==> config.mk <==
export PLATFORM = sky130hd
export DESIGN_NAME = alu_operand_sequencer
export DESIGN_NICKNAME = d
export VERILOG_FILES = /design/src/rtl/alu_seq_pkg.sv /design/src/rtl/alu_operand_sequencer_edge_pulse.sv /design/src/rtl/alu_operand_sequencer.sv
export SDC_FILE = /design/constraint.sdc
export NUM_CORES = 1
export LEC_CHECK = 0
export CORE_ASPECT_RATIO = 1.75
export CORE_UTILIZATION = 38
export CTS_CLUSTER_DIAMETER = 40
export DETAILED_ROUTE_END_ITERATION = 7
export GPL_TIMING_DRIVEN = 0
export PLACE_DENSITY_LB_ADDON = 0.3
export SETUP_SLACK_MARGIN = 0.05
export SKIP_LAST_GASP = 1
export SYNTH_ARGS = -nofsm -noshare
export SYNTH_HDL_FRONTEND = slang
export SYNTH_SLANG_ARGS = --single-unit
==> constraint.sdc <==
create_clock -name clk -period 1.5 [get_ports clk]
set_input_delay 0.375 -clock clk [delete_from_list [all_inputs] [get_ports clk]]
set_output_delay 0.375 -clock clk [all_outputs]
set_load 0.02 [all_outputs]
==> src/rtl/alu_seq_pkg.sv <==
// alu_seq_pkg: shared state, opcode and flag-index definitions for the ALU operand sequencer
package alu_seq_pkg;
  typedef enum logic [1:0] {WAIT_A, WAIT_B, WAIT_OP, SHOW} state_t;
  localparam logic [1:0] OP_SUB = 2'd0;
  localparam logic [1:0] OP_ADD = 2'd1;
  localparam logic [1:0] OP_OR  = 2'd2;
  localparam logic [1:0] OP_AND = 2'd3;
  localparam int FLAG_N = 4;
  localparam int FLAG_Z = 3;
  localparam int FLAG_C = 2;
  localparam int FLAG_V = 1;
  localparam int FLAG_P = 0;
endpackage

==> src/rtl/alu_operand_sequencer_edge_pulse.sv <==
// edge_pulse: one-cycle pulse on a rising edge; history resets high so a held input stays silent
module edge_pulse (
  input  logic clk,
  input  logic rst_n,
  input  logic d,
  output logic p
);
  logic d_q;
  always_ff @(posedge clk or negedge rst_n)
    if (!rst_n) d_q <= 1'b1;
    else d_q <= d;
  assign p = d & ~d_q;
endmodule

==> src/rtl/alu_operand_sequencer.sv <==
// alu_operand_sequencer: loads A, B and OpCode from one switch bus and captures the ALU result
module alu_operand_sequencer
  import alu_seq_pkg::*;
#(
  parameter int M = 8
) (
  input  logic         clk,
  input  logic         rst_n,
  input  logic [M-1:0] data_in,
  input  logic         enter,
  input  logic         undo,
  output logic [M-1:0] alu_a,
  output logic [M-1:0] alu_b,
  output logic [1:0]   alu_opcode,
  input  logic [M-1:0] alu_result,
  input  logic [4:0]   alu_flags,
  output logic         result_valid,
  output logic [M-1:0] result_q,
  output logic [4:0]   flags_q,
  output logic [M-1:0] display_value,
  output logic [3:0]   state_leds
);
  state_t state, state_n;
  logic enter_p, undo_p, go;
  edge_pulse u_enter (.clk(clk), .rst_n(rst_n), .d(enter), .p(enter_p));
  edge_pulse u_undo  (.clk(clk), .rst_n(rst_n), .d(undo),  .p(undo_p));
  // undo wins a same-cycle collision, so enter only acts alone
  assign go = enter_p & ~undo_p;
  always_comb begin
    state_n = state;
    if (undo_p)
      state_n = state == WAIT_B  ? WAIT_A  :
                state == WAIT_OP ? WAIT_B  :
                state == SHOW    ? WAIT_OP : state;
    else if (go)
      state_n = state == WAIT_A  ? WAIT_B  :
                state == WAIT_B  ? WAIT_OP :
                state == WAIT_OP ? SHOW    : WAIT_A;
  end
  always_ff @(posedge clk or negedge rst_n)
    if (!rst_n) begin
      state        <= WAIT_A;
      alu_a        <= '0;
      alu_b        <= '0;
      alu_opcode   <= '0;
      result_q     <= '0;
      flags_q      <= '0;
      result_valid <= 1'b0;
    end else begin
      state <= state_n;
      if (go && state == WAIT_A) alu_a <= data_in;
      if (go && state == WAIT_B) alu_b <= data_in;
      if (go && state == WAIT_OP) alu_opcode <= data_in[1:0];
      if (state == SHOW) begin
        result_q <= alu_result;
        flags_q  <= alu_flags;
      end
      result_valid <= state == SHOW && !undo_p;
    end
  assign display_value = (state == SHOW && result_valid) ? result_q : data_in;
  assign state_leds    = 4'b0001 << state;
endmodule

==> results of run 1 <==
[timing repair]
action / in CTS / in global routing
pin swaps: 3 / 1
endpoints found under the setup margin: 70 / 39
buffers inserted: 6 / 0
resized for setup: 111 / 3
[cells by family (layout without fill, tap and decap cells)]
logic type / Yosys count / after routing
AO/OA/AOI/OAI: 2 / 2
adder cells (fa/ha/maj): 4 / 4
buffers and inverters: 6 / 88
flip-flops: 36 / 36
multiplexers: 42 / 42
AND/OR/NAND/NOR: 10 / 10
[where the power goes]
group	leakage (nW)	internal [W]	switching (W)
registers	0.430	0.00144	0.000270
logic	0.745	0.00137	0.00135
clock network	0.0645	0.000586	0.000337
total	1.24	0.00339	0.00196
[stage by stage]
step	cells	TNS (ns)	worst slack [ns]	hold WS (ns)
2_1_floorplan	100	-0.3676	-0.04595	0.07941
3_3_place_gp	217	-36.10	-0.7313	0.4873
3_5_place_dp	217	-10.99	-0.5940	0.4971
4_1_cts	231	-4.075	-0.4377	0.2019
5_1_grt	231	-5.137	-0.4702	0.2382
6_report	231	-4.022	-0.4271	0.1757
[layout make-up]
cell class,instances,area [µm²],share of cell area
clock inverters,1,30.03,0.01150
multi-input cells,58,763.2,0.2923
inverters,2,15.01,0.005750
flip-flops and latches,36,903.4,0.3460
clock buffers,7,96.34,0.03690
plain buffers,4,56.30,0.02156
well taps,49,61.31,0.02348
repair buffers,74,685.7,0.2626
[placed cells by master, fill, tap and decap left out, drive strengths merged]
cell type,count
nand2b,1
mux2i,2
mux2,40
dlygate4sd2,32
nand2,1
inv,2
dfrtp,34
o221ai,1
buf,22
nand3,4
nor2b,1
nand3b,1
ha,4
clkdlybuf4s50,23
clkbuf,8
a21oi,1
bufinv,1
dfstp,2
or2,1
and2,1
[routing by layer]
metal,track usage,vias to the layer above,share of wire
li1,-,518,-
met1,0.2055,565,0.37
met2,0.3129,49,0.55
met3,0.04296,12,0.050
met4,0.1032,0,0.033
met5,0,-,0
[worst paths after layout]
| path | startpoint | end | slack [ns] | depth (start not counted) |
|---|---|---|---|---|
| max in group asynchronous | rst_n | alu_a[3] | 0.80 | 1 |
| min in group clk | alu_a[6] | alu_a[6] | 0.51 | 1 |
| worst max register to register | state[1] | state[0] | -0.07 | 6 |
| worst max-delay path | state[1] | display_value[7] | -0.43 | 5 |
| worst min register to register | alu_a[6] | alu_a[6] | 0.51 | 1 |
| worst min-delay path | rst_n | flags_q[4] | 0.18 | 1 |
[state kept, by name, indices dropped and copies added (netlist names)]
| name | flops |
|---|---|
| alu_a | 8 |
| alu_b | 8 |
| alu_opcode | 2 |
| flags_q | 5 |
| result_q | 8 |
| result_valid | 1 |
| state | 2 |
| u_enter.d_q | 1 |
| u_undo.d_q | 1 |
==> results.toml, run 1 <==
[drt]
postRouteWirelength_mm = 3.784
avgViaCountPerCell = 4.952
drt-pass1-iter-count = 4
routed-via-count = 1144
remaining_drc_errors = 0
avgRoutedWirePerCell_um = 16.38
route.antenna.remaining_nets = 0
drtIter0Drc = 22

[clock_network]
clockRootBuffer = "clkbuf_8"
cts_made_buffers = 5
cts_max_level = 2
cts_max_path_buffers = 2
clock_latency_late_sink_ns = 0.28
ctsHoldBuffers = 0
clock_sinks = 36
path_clk_slew_ns = 0.07
tritoncts = "done"

[floorplanning]
floorplan.core_area_um2 = 4111
die_outline_width_um = 51.38
floorplan.die_area_um2 = 4543
initial_core_util = 0.3944
die_h_um = 88.42
num_io_pins = 69
floorplan.rows = 31

[outcome]
status = "finished with violations"
failed_checks = "negative setup slack"

[setup_path]
critPathSlowestCell = "dfrtp_1"
cp.buffers_inverters = 2
critical_path.top_delay_family = "flip-flops"
timing_worst_setup_path_type = "register to output port"
crit_path_max_fo = 8
crit_arrival_ns = 1.55
worstPathRequired_ns = 1.12
crit_path_end_kind = "output port"
startpoint_type = "register"
cp_cell_sequence = "ha_4, buf_8, nand2_8, mux2_4, buf_6"
highest_cell_delay_on_the_worst_timing_path_ns = 0.41

[grt]
antenna_found_initial = 0
number_of_global_route_vias_before_repair = 1235
grt_max_degree = 37
global_route_wire_length_before_repair_mm = 5.954
grt_util_all_layers = 0.1834
globalRouteOverflowTotal = 0

[synth]
synth_adder_area_share = 0.03086
synth_top_flop_cell = "dfrtp_1"
syn_nets = 129
synth_sequential_area_ratio = 0.5571
synthSimpleGateAreaFrac = 0.06173
synth_edf_count = 0
yosys-mux-area-fraction = 0.3110
synthesis.area_per_instance_um2 = 16.22
synthTopCellsByCount = "dfrtp_1 (34), mux2_2 (31), mux2_4 (9)"
number_of_warnings_issued_by_yosys = 0
ys_top_cells_by_area = "dfrtp_1 (52%), mux2_2 (22%), mux2_4 (8.3%)"
synth_largest_type_area_fraction = 0.5247
synth_top_family_by_area = "multiplexers"
synthesis.instances = 100
synth.cell_area_um2 = 1622
synth.lib_cells_used.distinct = 20
ys_ff_latch = 36
synth_async_sr_flop_share = 1.000
netlist.top_cell.by_area = "dfrtp_1"
yosysMostFrequentCell = "dfrtp_1"
synth_compound_gate_area_share = 0.01235
yosys.area_share.xor_xnor = 0

[placed_design]
buffer_ports.inserted = 68
place_area_um2 = 2424
globalplace.congestion = 0.8082
hpwlAfterDp_mm = 2.734

[timing]
max_freq_mhz = 518.9
grt_setup_unrepaired = "true"
relative_slew_margins = 0.4606
fin_skew_ns = 0.002812
pins_over_slew_limit = 0
setup_violations = 21
timing.final.hold_violations = 0
worst_slew_pin_slew_ns = 0.8091
final_critical_path_setup_slack_ns = -0.4271
final.period_utilization = 1.285
post-route-min-period_ns = 1.927

[power]
ir_drop_mv = 1.150
pwr_density_cell_nw_per_um2 = 2049
fin_total_pwr_w = 0.005351
power.static_leakage_nw = 1.239

[min_path]
hold_path.class = "primary input to asynchronous set/reset pin"

[final_layout]
drive_gt1_frac = 0.4780
design.final.nets = 210
antenna_cells_inserted = 0
final_util = 0.6351
areaGrowthSynthToFinish_pct = 61.03
n_fill_cell = 353
final_design_instance_area_without_fill_um2 = 2611

[job]
cap_viol_max_count = 0
(Power assumes the default switching activity.)
==> run 2, diff against run 1 <==
--- a/config.mk
+++ b/config.mk
@@ -5,14 +5,16 @@
 export SDC_FILE = /design/constraint.sdc
 export NUM_CORES = 1
 export LEC_CHECK = 0
+export ABC_AREA = 0
 export CORE_ASPECT_RATIO = 1.75
-export CORE_UTILIZATION = 38
+export CORE_UTILIZATION = 25
 export CTS_CLUSTER_DIAMETER = 40
 export DETAILED_ROUTE_END_ITERATION = 7
 export GPL_TIMING_DRIVEN = 0
 export PLACE_DENSITY_LB_ADDON = 0.3
 export SETUP_SLACK_MARGIN = 0.05
 export SKIP_LAST_GASP = 1
+export SLEW_MARGIN = 20
 export SYNTH_ARGS = -nofsm -noshare
 export SYNTH_HDL_FRONTEND = slang
 export SYNTH_SLANG_ARGS = --single-unit
==> run 2 against run 1 <==
  * The flow still finishes with violations (negative setup slack)
  * Critical path depth stayed put
  * Total power is 4.4% higher
  * Clock skew is 0.0032 ns higher
  * Sequential share of layout area is 2.5 points lower
  * Critical path type unchanged
==> results.toml, run 2 (synthesized netlist as in run 1, its figures left out) <==
[final_layout]
final_design_instance_area_without_fill_um2 = 2813
top_regs = "alu_a: 8 flops, alu_b: 8 flops, result_q: 8 flops"
design.final.nets = 222
mostFrequentLayoutCells = "dfrtp_1 (34), dlygate4sd2_1 (34), mux2_2 (23)"
multi_input_area_um2 = 773.2
drive_gt1_frac = 0.5000
n_fill_cell = 575
antenna_cells_inserted = 0
ff_latch_area_um2 = 903.4
areaGrowthSynthToFinish_pct = 73.46

[setup_path]
timing.reg2reg.worst_path_depth = 7
worstPathRequired_ns = 1.12
r2r_setup_slack_ns = -0.14
startpoint_type = "register"
endpoint_of_the_most_critical_register_to_register_path = "state[0]"
worst_r2r_startpoint = "state[0]"
timing_worst_setup_path_type = "register to output port"
crit_arrival_ns = 1.58
crit_path_end_kind = "output port"
crit_path_max_fo = 8

[timing]
worst_slew_pin_slew_ns = 0.2730
final_critical_path_setup_slack_ns = -0.4511
tns_ns = -5.513
timing.final.hold_violations = 0
fin_skew_ns = 0.006021
final.period_utilization = 1.301
max_freq_mhz = 512.5
pins_over_slew_limit = 0
grt_setup_unrepaired = "true"
setup_violations = 31
post-route-min-period_ns = 1.951
relative_slew_margins = 0.8180

[placed_design]
hpwlAfterDp_mm = 3.057
place_area_um2 = 2482
globalplace.congestion = 0.7077
buffer_ports.inserted = 68

[clock_network]
clock_sinks = 36
clockRootBuffer = "clkbuf_8"
tritoncts = "done"
cts_max_path_buffers = 2
path_clk_slew_ns = 0.07
cts_max_level = 2
cts_made_buffers = 5
clock_latency_late_sink_ns = 0.28

[floorplanning]
die_outline_width_um = 62.88
floorplan.rows = 38
initial_core_util = 0.2603
floorplan.core_area_um2 = 6228
floorplan.die_area_um2 = 6825
die_h_um = 108.5
num_io_pins = 69

[grt]
grt_use_met1 = 0.1308
grt_max_degree = 28
grt-busiest-layer = "met2"
global_route_wire_length_before_repair_mm = 6.617
grt_util_all_layers = 0.1300
globalRouteOverflowTotal = 0
antenna_found_initial = 0
number_of_global_route_vias_before_repair = 1234
grt.met2_usage = 0.2427
globalRouteMet3Util = 0.04219

[drt]
postRouteWirelength_mm = 4.304
drt-pass1-iter-count = 2
route.antenna.remaining_nets = 0
remaining_drc_errors = 0
drtIter0Drc = 26
avgRoutedWirePerCell_um = 15.71
avgViaCountPerCell = 4.325
routed-via-count = 1185

[min_path]
hold_path.class = "primary input to register"
min_to = "u_enter.d_q"
holdCritStartpoint = "enter"
hold_depth = 1

[job]
cap_viol_max_count = 0

[power]
ir_drop_mv = 0.7184
pwr_density_cell_nw_per_um2 = 1985
power.static_leakage_nw = 1.318

[outcome]
status = "finished with violations"
failed_checks = "negative setup slack"
## run 2: cell types whose count changed in the layout (fill, tap and decap cells not counted), moves of 2 or more
cell,previous run,this run
clkdlybuf4s50_1,23,21
buf_6,11,18
buf_12,0,2
dlygate4sd2_1,32,34
clkbuf_8,7,5
## run 2: per-stage QoR
step | utilization | hold WS, ns | worst slack, ns | instances | power (W)
floorplan | - | 0.07941 | -0.04595 | 100 | 0.003253
global placement | 0.3961 | 0.4887 | -0.7804 | 248 | 0.004464
detailed placement | 0.3986 | 0.2661 | -0.5987 | 249 | 0.004564
CTS | 0.4329 | 0.3402 | -0.4575 | 267 | 0.005399
global route | 0.4516 | 0.3326 | -0.4944 | 274 | 0.005882
finish | 0.4516 | 0.3462 | -0.4511 | 274 | 0.005584
## run 2: layout make-up
type	count	area share
Buffer	4	0.02002
Clock buffer	6	0.02580
Clock inverter	2	0.01246
Inverter	2	0.006228
Multi-Input combinational cell	58	0.2749
Sequential cell	36	0.3212
Tap cell	80	0.03559
Timing Repair Buffer	86	0.3038
## run 2: per-layer routing
metal	wire length, µm	vias to the layer above	share of wire
met3	244	5	0.057
met1	1515	594	0.35
li1	-	537	-
met4	62	0	0.014
met2	2482	49	0.58
met5	0	-	0
## run 2: how the worst max path moves through the flow
stage | from | end | slack (ns) | depth (start not counted)
4_1_cts | state[0] | display_value[6] | -0.46 | 5
3_5_place_dp | state[1] | display_value[6] | -0.60 | 5
3_3_place_gp | rst_n | flags_q[3] | -0.78 | 1
5_1_grt | state[1] | display_value[6] | -0.49 | 5
6_report | state[0] | display_value[6] | -0.45 | 5
2_1_floorplan | state[1] | display_value[0] | -0.05 | 4
## run 2: what timing repair did
item / in CTS / in global routing
endpoints found under the setup margin: 71 / 40
hold buffers: 1 / 0
pin swaps: 3 / 4
cloned: 0 / 1
hold endpoints to repair: 8 / 0
setup buffers: 9 / 7
resized for setup: 120 / 10
## run 2: worst max-delay path, stage by stage, from the launching register on
cell     delay, ns
dfrtp_1       0.42
ha_4          0.18
buf_8         0.12
nand2_8       0.10
mux2_4        0.32
buf_6         0.13
## run 2: power breakdown
group	leakage [nW]	switching (W)	internal, W	total (W)
registers	0.430	0.000270	0.00143	0.00170
clock network	0.0552	0.000339	0.000493	0.000832
logic	0.833	0.00145	0.00160	0.00305
==> patch 1: new RTL, flow settings as in run 2 <==
`M`: 8 -> 9.
--- a/src/rtl/alu_operand_sequencer.sv
+++ b/src/rtl/alu_operand_sequencer.sv
@@ -2,7 +2,7 @@
 module alu_operand_sequencer
   import alu_seq_pkg::*;
 #(
-  parameter int M = 8
+  parameter int M = 9
 ) (
   input  logic         clk,
   input  logic         rst_n,
Interface: changed (6 resized); port bits go from 69 to 75. The function was not compared with the original's and may differ.
==> patch 1 against run 2 <==
The run still ends with negative setup slack left. Utilization hardly changed. Critical path depth stayed put. Area after synthesis is 5.1% higher. Sequential cell count is 3 higher. Sequential share of layout area is 1.1 points higher. Power is 5.5% higher. Register-to-register slack worse by 0.08 ns. Setup slack better by 0.025 ns. Routed wire length is 1.0% higher. Design area is 4.9% higher. Fmax is 1.3% higher. Combinational power is 4% lower.
==> patch 1: results (changes against run 2) <==
| Metric | Value |
|---|---|
| M1 WL | 1600 um (+5.5%) |
| Violations in the final reports | negative setup slack |
| Mean instance size in the synthesized netlist | 15.9 um2 (-1.8%) |
| Average via count per standard cell | 4.30 (-0.48%) |
| Post-route clock skew | 0.00462 ns (-0.00140 ns) |
| Setup ws final | -0.426 ns (+0.0255 ns) |
| Detailed placer's ending HPWL | 3050 um (-0.37%) |
| Total global routing track utilization | 12.4% (-0.64 points) |
| Ranking of synthesized cells by instance count | sky130_fd_sc_hd__mux2_2, sky130_fd_sc_hd__dfrtp_1, sky130_fd_sc_hd__ha_1 |
| Fillers | 635 (+10%) |
| First-pass GRT wire length | 6560 um (-0.94%) |
| Number of detailed-routing iterations run before antenna repair | 3 (+1) |
| Buffer cell driving the clock tree root | sky130_fd_sc_hd__clkbuf_16 |
| Die area | 0.00716 mm2 (+5.0%) |
| Weighted congestion reported at the end of routability-driven placement | 0.631 (-11%) |
| Share of layout cells above drive strength 1 | 47.8% (-2.2 points) |
| Largest registers in the final layout | alu_a: 9 flops, alu_b: 9 flops, result_q: 9 flops |
| Number of nets in the layout | 231 (+4.1%) |
| Setup-violating endpoint count in the final report | 35 (+13%) |
| Slew HR | 65.4% (-16 points) |
| Outcome | complete, but fails checks |
| Number of instances in the placed design | 264 (+6.0%) |
| Met3 Routed Length | 172 um (-30%) |
| Number of nets in the synthesized netlist | 138 (+7.0%) |
| Sequential-to-total area share from yosys stat | 57.4% (+1.7 points) |
| Count of cells resized by post-cts repair | 106 (-12%) |
| Min-Delay Path Class | in2async |
| Data arrival, critical path | 1.55 ns (-0.03 ns) |
| Maximum number of pins on one net before global-route repair | 21 (-25%) |
| Port buffer count | 74 (+8.8%) |
| Via count | 1218 (+2.8%) |
| Leakage power total | 1.34 nW (+1.6%) |
| Met2 Usage GRT | 22.5% (-1.7 points) |
| Accumulated negative setup slack | -6.03 ns (-0.517 ns) |
| Peak supply drop | 0.000872 V (+21%) |
| Met1 routing resource usage after global routing | 13.8% (+0.74 points) |
| Post-placement cell area | 0.00264 mm2 (+6.5%) |
| DRT iter0 DRCs | 12 (-54%) |
## patch 1: final timing paths
check                      slack [ns]  depth (start not counted)          endpoint      from
setup / recovery                -0.43                          5  display_value[5]  state[1]
max in group asynchronous        0.88                          2        u_undo.d_q     rst_n
hold / removal                   0.07                          1          state[1]     rst_n
hold reg to reg                  0.50                          1          alu_b[3]  alu_b[3]
min in group clk                 0.50                          1          alu_b[3]  alu_b[3]
setup reg to reg                -0.22                          7          state[0]  state[1]
## patch 1: kinds of logic (layout without fill, tap and decap cells)
group | after synthesis | count (layout) | synth area share [%]
buffers and inverters | 6 | 98 | 2.50
AOI/OAI and AO/OA | 2 | 2 | 1.17
adders and majority gates | 4 | 4 | 2.94
muxes | 46 | 46 | 30.9
and+or+nand+nor | 10 | 12 | 5.07
DFF | 39 | 39 | 57.4
## patch 1: layout make-up
type,count,area (um2),area share [%]
tap,82,103,3.48
inverter,2,10.0,0.339
timing repair buffer,84,831,28.2
clock inverter,1,7.51,0.254
clock buffer,7,153,5.17
sequential,39,980,33.2
multi-input combinational,64,805,27.3
buffer,4,62.6,2.12
## patch 1: worst max-delay path: stages (launching register included)
cell                      delay, ns
sky130_fd_sc_hd__dfrtp_1       0.42
sky130_fd_sc_hd__ha_4          0.19
sky130_fd_sc_hd__buf_12        0.13
sky130_fd_sc_hd__nand2_8       0.08
sky130_fd_sc_hd__mux2_4        0.31
sky130_fd_sc_hd__buf_6         0.13
## patch 1: power by group
part           total [mW]  switching [mW]  internal (mW)  leakage [nW]
Sequential           1.85           0.289           1.56         0.464
Combinational        2.94            1.45           1.49         0.799
Clock                1.11           0.400          0.706        0.0761
Total                5.89            2.14           3.75          1.34
==> patch 2: new RTL, flow settings as in run 2 <==
Without the edit above. Make the reset (`rst_n`) synchronous in 2 clocked blocks.
--- a/src/rtl/alu_operand_sequencer_edge_pulse.sv
+++ b/src/rtl/alu_operand_sequencer_edge_pulse.sv
@@ -6,7 +6,7 @@
   output logic p
 );
   logic d_q;
-  always_ff @(posedge clk or negedge rst_n)
+  always_ff @(posedge clk)
     if (!rst_n) d_q <= 1'b1;
     else d_q <= d;
   assign p = d & ~d_q;
--- a/src/rtl/alu_operand_sequencer.sv
+++ b/src/rtl/alu_operand_sequencer.sv
@@ -37,7 +37,7 @@
                 state == WAIT_B  ? WAIT_OP :
                 state == WAIT_OP ? SHOW    : WAIT_A;
   end
-  always_ff @(posedge clk or negedge rst_n)
+  always_ff @(posedge clk)
     if (!rst_n) begin
       state        <= WAIT_A;
       alu_a        <= '0;
Function: differs if rst_n is asserted again (counterexample within 4 cycles, from zero or initial values and one cycle with rst_n low); with rst_n held inactive, the same outputs for 10 cycles.
==> patch 2 against run 2 <==
The flow still finishes with violations (negative setup slack). Setup slack improved by 0.080 ns. Non-clock buffer count fell by 10. Routed wire length fell by 5.1%. Sequential cell count did not move. Area after synthesis fell by 7.0%. Design area fell by 11%. Register-to-register slack improved by 0.21 ns. Global-route usage rose by 0.99 points. Critical endpoint is now display_value[0].
Power is not compared: it rests on default switching activity, and its combinational part moved more than twofold at a synthesized area within 25%.
==> patch 2: results (changes against run 2) <==
| Metric | Value |
|---|---|
| Sequential-to-total area share from yosys stat | 47.8% (-7.9 points) |
| Fillers | 614 (+6.8%) |
| Post-placement cell area | 0.00235 mm2 (-5.1%) |
| Number of detailed-routing iterations run before antenna repair | 3 (+1) |
| Slowest library cell on the worst path | sky130_fd_sc_hd__dfxtp_4 |
| Number of nets in the layout | 248 (+12%) |
| Proportion of register bits with asynchronous set or reset after synthesis | 0% (-100 points) |
| Post-Synth Adder-Cell Area | 3.32% (+0.23 points) |
| Worst reg-to-reg setup slack | 0.07 ns (+0.21 ns) |
| Number of nets in the synthesized netlist | 167 (+29%) |
| Maximum number of pins on one net before global-route repair | 12 (-57%) |
| Average via count per standard cell | 4.19 (-3.1%) |
| Share of layout cells above drive strength 1 | 24.5% (-25 points) |
| Weighted congestion reported at the end of routability-driven placement | 0.732 (+3.5%) |
| Setup ws final | -0.371 ns (+0.0799 ns) |
| Total global routing track utilization | 14.0% (+0.99 points) |
| Number of global-route vias before repair | 1169 (-5.3%) |
| Detailed placer's ending HPWL | 2980 um (-2.6%) |
| Smallest hold slack | 0.297 ns (-0.0490 ns) |
| Accumulated negative setup slack | -3.08 ns (+2.43 ns) |
| Outcome | complete, but fails checks |
| First-pass GRT wire length | 6330 um (-4.4%) |
| Setup-violating endpoint count in the final report | 11 (-65%) |
| Count of different cell masters after synthesis | 24 (+20%) |
| DRT iter0 DRCs | 20 (-23%) |
| Violations in the final reports | negative setup slack |
| Ranking of synthesized cells by instance count | sky130_fd_sc_hd__dfxtp_1, sky130_fd_sc_hd__mux2i_1, sky130_fd_sc_hd__nor2_1 |
| Mux share of post-synthesis cell area | 26.6% (-4.5 points) |
patch 2: layout make-up:
cell class                      instances  area, um2  share of cell area (%)
Buffer                                  6       60.1                    2.40
Clock buffer                            7       86.3                    3.44
Clock inverter                          1       7.51                   0.299
Inverter                                4       20.0                   0.798
Multi-Input combinational cell         92        815                    32.5
Sequential cell                        36        728                    29.0
Tap cell                               78       97.6                    3.89
Timing Repair Buffer                   74        693                    27.6
patch 2: path summary, 6_finish.rpt:
path	cells after the start	start	to
worst max-delay path	5	state[0]	display_value[0]
worst min register to register	2	alu_a[7]	alu_a[7]
worst max register to register	6	state[0]	state[0]
worst min-delay path	2	enter	u_enter.d_q
patch 2: repair_timing:
item,CTS,global route
pin swaps,1,4
resized for setup,108,7
endpoints found under the setup margin,64,31
cloned,0,0
hold buffers,0,0
buffers inserted,3,3
patch 2: where the power goes:
group | internal, mW | leakage (nW) | switching, mW
Clock | 0.373 | 0.0445 | 0.347
Sequential | 0.968 | 0.293 | 0.00776
Combinational | 0.149 | 0.884 | 0.120
Total | 1.49 | 1.22 | 0.475
patch 2: logic make-up after synthesis:
group	after synthesis
AND/OR/NAND/NOR	42
multiplexers	39
flip-flops	36
buffers and inverters	10
AO/OA/AOI/OAI	7
adder cells (fa/ha/maj)	4
patch 2: per-stage QoR:
step | cells | power [mW] | worst slack (ns) | util (%)
after floorplan | 138 | 1.11 | 0.0127 | -
after global placement | 284 | 1.25 | -0.589 | 40.4
after detailed placement | 284 | 1.25 | -0.593 | 40.4
after CTS | 295 | 1.99 | -0.384 | 42.4
after global routing | 298 | 2.05 | -0.416 | 43.0
final | 298 | 1.96 | -0.371 | 43.0
patch 2: metal layers:
layer	vias to the layer above	track usage, %	wire length, um
met5	-	0	0
met4	0	6.33	85
met3	5	4.21	222
met1	583	15.8	1620
li1	624	-	-
met2	37	23.2	2160
